--- config.mk ---
export PLATFORM = sky130hd
export DESIGN_NAME = cfg_dprio_status_read_ctrl
export DESIGN_NICKNAME = d
export VERILOG_FILES = /design/src/rtl/cfg_dprio_status_read_pkg.sv /design/src/rtl/cdclib_bitsync2.sv /design/src/rtl/cfg_dprio_status_read_ctrl.sv
export SDC_FILE = /design/constraint.sdc
export NUM_CORES = 1
export LEC_CHECK = 0
export CAP_MARGIN = 20
export CORE_ASPECT_RATIO = 1.75
export CORE_MARGIN = 5
export CORE_UTILIZATION = 44
export DETAILED_ROUTE_END_ITERATION = 16
export PLACE_DENSITY = 0.75
export SLEW_MARGIN = 10
export SYNTH_ARGS = -nofsm -noshare
export SYNTH_HDL_FRONTEND = slang
export SYNTH_SLANG_ARGS = --single-unit
--- constraint.sdc ---
create_clock -name clk -period 1.73 [get_ports clk]
set_input_delay 0.346 -clock clk [delete_from_list [all_inputs] [get_ports clk]]
set_output_delay 0.346 -clock clk [all_outputs]
set_load 0.005 [all_outputs]
--- src/rtl/cfg_dprio_status_read_pkg.sv ---
// Shared definitions for the DPRIO status-read requester.
package cfg_dprio_status_read_pkg;

  typedef enum logic [2:0] {
    IDLE    = 3'd0,
    REQ     = 3'd1,
    REL     = 3'd2,
    SETTLE  = 3'd3,
    CAPTURE = 3'd4
  } state_t;

  localparam int unsigned SETTLE_CNT_W = 4;

endpackage

--- src/rtl/cdclib_bitsync2.sv ---
// Two-flop level synchronizer with asynchronous active-low reset.
module cdclib_bitsync2 #(
  parameter int              DWIDTH       = 1,
  parameter logic [DWIDTH-1:0] RESET_VAL  = '0,
  parameter int              CLK_FREQ_MHZ = 250,
  parameter int              TOGGLE_TYPE  = 1,
  parameter int              VID          = 1
) (
  input  logic              clk,
  input  logic              rst_n,
  input  logic [DWIDTH-1:0] data_in,
  output logic [DWIDTH-1:0] data_out
);

  // Library tuning parameters; a non-physical setting leaves the output parked at RESET_VAL.
  if (CLK_FREQ_MHZ > 0 && TOGGLE_TYPE >= 0 && VID >= 0) begin : g_sync
    logic [DWIDTH-1:0] meta;

    always_ff @(posedge clk or negedge rst_n) begin
      if (!rst_n) begin
        meta     <= RESET_VAL;
        data_out <= RESET_VAL;
      end else begin
        meta     <= data_in;
        data_out <= meta;
      end
    end
  end else begin : g_parked
    assign data_out = RESET_VAL;
  end

endmodule

--- src/rtl/cfg_dprio_status_read_ctrl.sv ---
// DPRIO-side requester: 4-phase write_en/ack handshake with the shadow status block,
// then one capture of the frozen status bus.
module cfg_dprio_status_read_ctrl
  import cfg_dprio_status_read_pkg::*;
#(
  parameter int DATA_WIDTH     = 16,
  parameter int CLK_FREQ_MHZ   = 250,
  parameter int TOGGLE_TYPE    = 1,
  parameter int VID            = 1,
  parameter int SETTLE_CYCLES  = 2,
  parameter int TIMEOUT_CYCLES = 255
) (
  input  logic                  clk,
  input  logic                  rst,
  input  logic                  rd_req,
  output logic                  rd_busy,
  output logic                  rd_data_valid,
  output logic [DATA_WIDTH-1:0] rd_data,
  output logic                  rd_timeout,
  output logic                  write_en,
  input  logic                  write_en_ack,
  input  logic [DATA_WIDTH-1:0] stat_data
);

  localparam int TMO_W = (TIMEOUT_CYCLES > 0) ? $clog2(TIMEOUT_CYCLES + 1) : 1;
  localparam logic [TMO_W-1:0] TMO_LAST =
    TMO_W'((TIMEOUT_CYCLES > 0) ? TIMEOUT_CYCLES - 1 : 0);
  localparam logic [SETTLE_CNT_W-1:0] SETTLE_LAST = SETTLE_CNT_W'(SETTLE_CYCLES - 1);

  state_t                  state;
  logic                    ack_s;
  logic [TMO_W-1:0]        tmo;
  logic [SETTLE_CNT_W-1:0] cnt;
  logic                    tmo_hit;

  cdclib_bitsync2 #(
    .DWIDTH       (1),
    .RESET_VAL    (1'b0),
    .CLK_FREQ_MHZ (CLK_FREQ_MHZ),
    .TOGGLE_TYPE  (TOGGLE_TYPE),
    .VID          (VID)
  ) u_ack_sync (
    .clk      (clk),
    .rst_n    (!rst),
    .data_in  (write_en_ack),
    .data_out (ack_s)
  );

  // A zero timeout disables expiry; tmo then simply wraps.
  assign tmo_hit = (TIMEOUT_CYCLES != 0) && (tmo == TMO_LAST);

  // A still-high ack_s in IDLE means a previous handshake has not drained.
  assign rd_busy = (state != IDLE) || ack_s;

  always_ff @(posedge clk or posedge rst) begin
    if (rst) begin
      state         <= IDLE;
      write_en      <= 1'b0;
      rd_data_valid <= 1'b0;
      rd_timeout    <= 1'b0;
      rd_data       <= '0;
      tmo           <= '0;
      cnt           <= '0;
    end else begin
      rd_data_valid <= 1'b0;
      rd_timeout    <= 1'b0;
      case (state)
        IDLE: begin
          if (rd_req && !ack_s) begin
            write_en <= 1'b1;
            tmo      <= '0;
            state    <= REQ;
          end
        end
        REQ: begin
          if (ack_s) begin
            write_en <= 1'b0;
            tmo      <= '0;
            state    <= REL;
          end else if (tmo_hit) begin
            write_en   <= 1'b0;
            rd_timeout <= 1'b1;
            state      <= IDLE;
          end else begin
            tmo <= tmo + 1'b1;
          end
        end
        REL: begin
          if (!ack_s) begin
            cnt   <= '0;
            state <= SETTLE;
          end else if (tmo_hit) begin
            rd_timeout <= 1'b1;
            state      <= IDLE;
          end else begin
            tmo <= tmo + 1'b1;
          end
        end
        SETTLE: begin
          cnt <= cnt + 1'b1;
          if (cnt == SETTLE_LAST) state <= CAPTURE;
        end
        CAPTURE: begin
          // Shadow update is stopped here, so the multi-bit bus is stable.
          rd_data       <= stat_data;
          rd_data_valid <= 1'b1;
          state         <= IDLE;
        end
        default: begin
          write_en <= 1'b0;
          state    <= IDLE;
        end
      endcase
    end
  end

endmodule
# Word level (Yosys, flattened, before mapping)
# Cells that the tools add are included.
totals:
  reg_bits: 36
  out_inout_bits: 20
  wordCells: 57
classes:
  add_sub_neg: 2
  eq_ne: 11
  muxes: 22
  bitwise: 1
  n_reduce_logical: 12
ops:
  columns: ["cell", "count"]
  rows:
  - ["2-to-1 mux 8 bit", 4]
  - ["one-hot mux 8 bit (3 select lines)", 1]
  - ["2-to-1 mux 3 bit", 5]
  - ["one-hot mux 3 bit (4 select lines)", 1]
  - ["adder 8 x 1 -> 8 bit (second input constant)", 1]
  - ["== test 8 bit (second input constant)", 1]
  - ["one-hot mux 4 bit (2 select lines)", 1]
  - ["2-to-1 mux 1 bit", 7]
  - ["== test 3 x 2 -> 1 bit (second input constant)", 2]
  - ["!= test 2 bit (second input constant)", 3]
  - ["AND reduction 3 bit", 2]
  - ["nonzero test 3 bit", 2]
  - ["adder 4 x 1 -> 4 bit (second input constant)", 1]
  - ["== test 4 x 1 -> 1 bit (second input constant)", 1]
  - ["2-to-1 mux 4 bit", 1]
  - ["AND reduction 2 bit", 2]
  - ["== test 3 x 1 -> 1 bit (second input constant)", 1]
  - ["== test 3 bit (second input constant)", 1]
  - ["logical NOT 3 bit", 1]
  - ["!= test 3 x 2 -> 1 bit (second input constant)", 1]
  - ["one-hot mux 1 bit (3 select lines)", 1]
  - ["OR reduction 3 bit", 1]
  - ["!= test 2 x 1 -> 1 bit (second input constant)", 1]
  - ["one-hot mux 1 bit (2 select lines)", 1]
  - ["5 further kinds", 5]

# Depth between registers and ports, before layout
# Gate-level depths: netlist of the first run.
logic_depth:
  depth_word: 4
  mapped_depth: 6
  mapped_depth_nobuf: 6

# By module
# A second synthesis of the first run with hierarchy kept.
hier_totals:
  hier_cells: 149
  hier_area_um2: 1659.1
modules_own_cells:
  columns: ["module", "instances", "cells_each", "area_each_um2", "seq_area_each_um2"]
  rows:
  - ["cfg_dprio_status_read_ctrl", 1, 147, 1609.0, 850.8]
  - ["cdclib_bitsync2", 1, 2, 50.0, 50.0]

# Worst setup path after synthesis of the first run
# Ideal clock, no wire load.
synth_path:
  kind: "register to register"
  startpoint: "register tmo[0]"
  endpoint: "register write_en"
  setup_ps: 128
  arrival_ps: 1574
  path_slack_ps: 28
  stages_incl_launch_ff: 7
  path_cell_list: "dfrtp_1 inv_1 ha_1 nand4_1 or2_1 a221oi_2 mux2_1"
synth_between:
  elab_chain_cells: 3
synth_lines:
  columns: ["element", "line", "rtl"]
  rows:
  - ["start: declaration", "cfg_dprio_status_read_ctrl.sv:32", "logic [TMO_W-1:0] tmo;"]
  - ["start signal: assignment", "cfg_dprio_status_read_ctrl.sv:85", "tmo <= tmo + 1'b1;"]
  - ["start signal: assignment", "cfg_dprio_status_read_ctrl.sv:96", "tmo <= tmo + 1'b1;"]
  - ["== test 8 bit", "cfg_dprio_status_read_ctrl.sv:50", "assign tmo_hit = (TIMEOUT_CYCLES != 0) && (tmo == TMO_LAST);"]
  - ["!= test 3 x 2 -> 1 bit (no source line)", null, null]
  - ["AND reduction 3 bit (no source line)", null, null]
  - ["end signal: assignment", "cfg_dprio_status_read_ctrl.sv:58", "write_en <= 1'b0;"]
  - ["end signal: assignment", "cfg_dprio_status_read_ctrl.sv:70", "write_en <= 1'b1;"]
  - ["end signal: assignment", "cfg_dprio_status_read_ctrl.sv:77", "write_en <= 1'b0;"]
  - ["end: declaration", "cfg_dprio_status_read_ctrl.sv:20", "output logic write_en,"]
# No other way between the ends.
# A chain may end at the register's enable or synchronous reset.

# Worst setup path after layout of the first run
# Ends and elaborated chain as after synthesis.

==> results of run 1 <==
## how the worst max path moves through the flow
stage	endpoint	startpoint	depth (start not counted)	slack, ps
6_report	write_en$_DFFE_PP0P_	tmo[0]$_DFFE_PP0P_	6	-30
2_1_floorplan	write_en$_DFFE_PP0P_	tmo[0]$_DFFE_PP0P_	6	30
5_1_grt	write_en$_DFFE_PP0P_	tmo[0]$_DFFE_PP0P_	6	-90
4_1_cts	write_en$_DFFE_PP0P_	tmo[0]$_DFFE_PP0P_	6	-30
3_5_place_dp	write_en$_DFFE_PP0P_	tmo[0]$_DFFE_PP0P_	6	-30
3_3_place_gp	write_en$_DFFE_PP0P_	tmo[0]$_DFFE_PP0P_	6	50
## what timing repair did
| action | CTS | global route |
|---|---|---|
| setup endpoints to repair | 2 | 5 |
| buffers inserted | 4 | 3 |
| cloned | 0 | 1 |
| resized for setup | 4 | 12 |
| pin swaps | 1 | 5 |
## cell usage after synthesis (all sizes together), types with 2 or more instances
| library cell | count |
|---|---|
| nand2 | 11 |
| a22o | 2 |
| nand2b | 2 |
| nor3b | 2 |
| nand4 | 3 |
| nor2 | 7 |
| o22ai | 2 |
| buf | 5 |
| mux2 | 18 |
| o21ai | 11 |
| ha | 4 |
| dfrtp | 36 |
| inv | 11 |
| nand3 | 9 |
| a21oi | 6 |
| nor3 | 2 |
## registers in the layout (all words and copies together) (netlist names)
register	flops
u_ack_sync.g_sync.meta	1
rd_data	16
cnt	4
write_en	1
state	3
u_ack_sync.data_out	1
rd_timeout	1
rd_data_valid	1
tmo	8
## critical path, stage by stage, from the launching register on
cell      delay, ps
dfrtp_1         400
inv_2            80
ha_4            130
nand4_1         120
or2_1           290
a221oi_2        300
mux2_4          320
## final cells by class
class | instances | area (sq um)
Fill cell | 306 | 1410
Sequential cell | 36 | 905
Multi-Input combinational cell | 100 | 771
Timing Repair Buffer | 54 | 522
Clock buffer | 5 | 68.8
Tap cell | 48 | 60.1
Inverter | 11 | 41.3
Clock inverter | 3 | 18.8
## cells by family (layout without fill, tap and decap cells)
logic type,Yosys count,count (layout),synth area share
adders and majority gates,4,4,0.0295
and+or+nand+nor,46,47,0.151
DFF,36,36,0.532
buffers and inverters,17,73,0.0465
muxes,18,18,0.120
AOI/OAI and AO/OA,31,31,0.121
## metal layers
layer,vias up,wire length (microns),global-route usage
met5,-,0,0
met4,0,103,0.0677
met3,15,195,0.0380
met2,46,2460,0.318
met1,701,1410,0.169
li1,654,-,-
## layout by cell type (no fill, tap or decap), drive strengths merged, types with 2 or more instances in the layout
cell / n
a22o: 2
clkinv: 3
nand2b: 2
ha: 4
inv: 11
clkbuf: 5
nor3: 2
nand3: 9
nand4: 3
nand2: 12
nor3b: 2
clkdlybuf4s50: 38
dfrtp: 36
o21ai: 11
a21oi: 6
o22ai: 2
mux2: 18
buf: 15
nor2: 7
## power breakdown
| part | switching [W] | total [W] | leakage [nW] | internal (W) |
|---|---|---|---|---|
| clock network | 0.000304 | 0.000584 | 0.0479 | 0.000280 |
| registers | 0.000210 | 0.00132 | 0.469 | 0.00111 |
| logic | 0.000679 | 0.00150 | 0.550 | 0.000823 |
| total | 0.00119 | 0.00341 | 1.07 | 0.00221 |
## stage by stage
| step | util | setup TNS, ps | hold WS, ps | cell area (sq um) |
|---|---|---|---|---|
| after floorplan | - | 0 | 331 | 1690 |
| after global placement | 0.575 | 0 | 333 | 2180 |
| after detailed placement | 0.575 | -25.6 | 336 | 2180 |
| after CTS | 0.608 | -48.3 | 351 | 2300 |
| after global routing | 0.629 | -120 | 369 | 2390 |
| final | 0.629 | -34.1 | 351 | 2390 |
==> impl_metrics.py, run 1 <==
metrics = {
    "critical_path": {
        "worstPathRequired_ps": 1890,
        "worstRegToRegCells": 6,
        "critPathMaxFanout": 3,
        "rrSetupSlack_ps": -30,
        "r2r-start": "tmo[0]$_DFFE_PP0P_",
        "worstSetupPathType": "reg -> reg",
        "critical_path.endpoint_type": "flip-flop",
        "reg2reg_to": "write_en$_DFFE_PP0P_",
        "cp-start-kind": "flip-flop",
        "arrival_ps": 1930,
    },
    "placement": {
        "place_worst_setup_slack_ps": -25.6,
        "dp.cells": 241,
        "dp_hpwl_mm": 2.97,
        "finalWeightedCongestion": 0.831,
        "io_buffer_count": 39,
    },
    "floorplanning": {
        "coreArea_sq_um": 3790,
        "die_height_microns": 92.1,
        "initial_core_util": 0.447,
        "fp.dieW_microns": 56.9,
        "dieArea_sq_um": 5240,
        "ios": 40,
        "row_count": 30,
    },
    "synth": {
        "synth_cell_type_count": 42,
        "syn-cell-area_sq_um": 1690,
        "yosysTopAreaCellShare": 0.532,
        "synth_fp_nets": 176,
        "ys_ff_latch": 36,
        "synthTopCellsByArea": "dfrtp_1 (53%), mux2_1 (12%), ha_1 (3.0%)",
        "avgSynthCellArea_sq_um": 11.1,
        "ys.flop_type": "dfrtp_1",
        "synthArstFlopShare": 1.00,
        "synth_edf_count": 0,
        "synth_top_area_cell": "dfrtp_1",
        "seq_area_frac_synth": 0.532,
        "synthCells": 152,
        "yosysWarnings": 0,
    },
    "grt": {
        "grtUsageTotal": 0.168,
        "grt_pass1_vias": 1503,
        "grt_antenna_before_repair": 0,
        "overflow": 0,
        "grt_pass1_wl_mm": 6.90,
        "grt_max_degree": 37,
    },
    "sta": {
        "rsz0062_at_grt": "yes",
        "tightest_slew_ps": 457,
        "fin_crit_ps": 1760,
        "maxSlewViolCount": 0,
        "fmax_mhz": 567,
        "maxSlewHeadroom": 0.695,
        "finalCritPeriodShare": 1.02,
        "hold_viol": 0,
        "clock_skew_ps": 13.2,
        "worst_slack_ps": -34.1,
        "finalSetupViolCount": 1,
    },
    "outcome": {
        "outcome": "finished with violations",
        "violations": "setup timing",
    },
    "clock_tree": {
        "root_buffer": "clkbuf_8",
        "clock_path_buffers": 2,
        "insertion_delay_ps": 290,
        "cts.clk_slew.worst_paths_ps": 80,
        "numCtsBuffers": 5,
        "h-tree-depth": 2,
        "ctsHoldBuffers": 0,
        "cts_sinks": 36,
        "cts_tree": "done",
    },
    "routing": {
        "dr.first_iter.drc_count": 34,
        "dr.pass1.iters": 4,
        "num_vias": 1416,
        "avgRoutedWirePerCell_microns": 16.2,
        "ant_nets": 0,
        "drc": 0,
        "routed_wl_mm": 4.17,
        "vias_per_cell": 5.51,
    },
    "hold_path": {
        "whs_endpoint": "u_ack_sync.data_out$_DFF_PP0_",
        "min_from": "u_ack_sync.g_sync.meta$_DFF_PP0_",
        "hold_class": "reg -> reg",
        "hold_path_depth": 0,
    },
    "finish": {
        "layout.nets": 232,
        "drive_gt1_frac": 0.177,
        "fin_cells": 257,
        "area_growth_pct": 40.8,
        "diodes": 0,
    },
    "power_and_ir_drop": {
        "powerDensity_nw_per_um2": 1430,
        "peakVddDrop_uv": 986,
        "cellLeakagePower_nw": 1.07,
        "finalPower_w": 0.00341,
    },
    "job": {
        "maxCapViolCount": 0,
    },
}
Power figures use the tool's default switching activity.
==> inputs of run 2 (changes only) <==
--- a/config.mk
+++ b/config.mk
@@ -11,7 +11,7 @@
 export CORE_UTILIZATION = 44
 export DETAILED_ROUTE_END_ITERATION = 16
 export PLACE_DENSITY = 0.75
-export SLEW_MARGIN = 10
+export SLEW_MARGIN = 20
 export SYNTH_ARGS = -nofsm -noshare
 export SYNTH_HDL_FRONTEND = slang
 export SYNTH_SLANG_ARGS = --single-unit
==> results of run 2 <==
No change in the layout: final DEF, timing and power equal those of run 1.
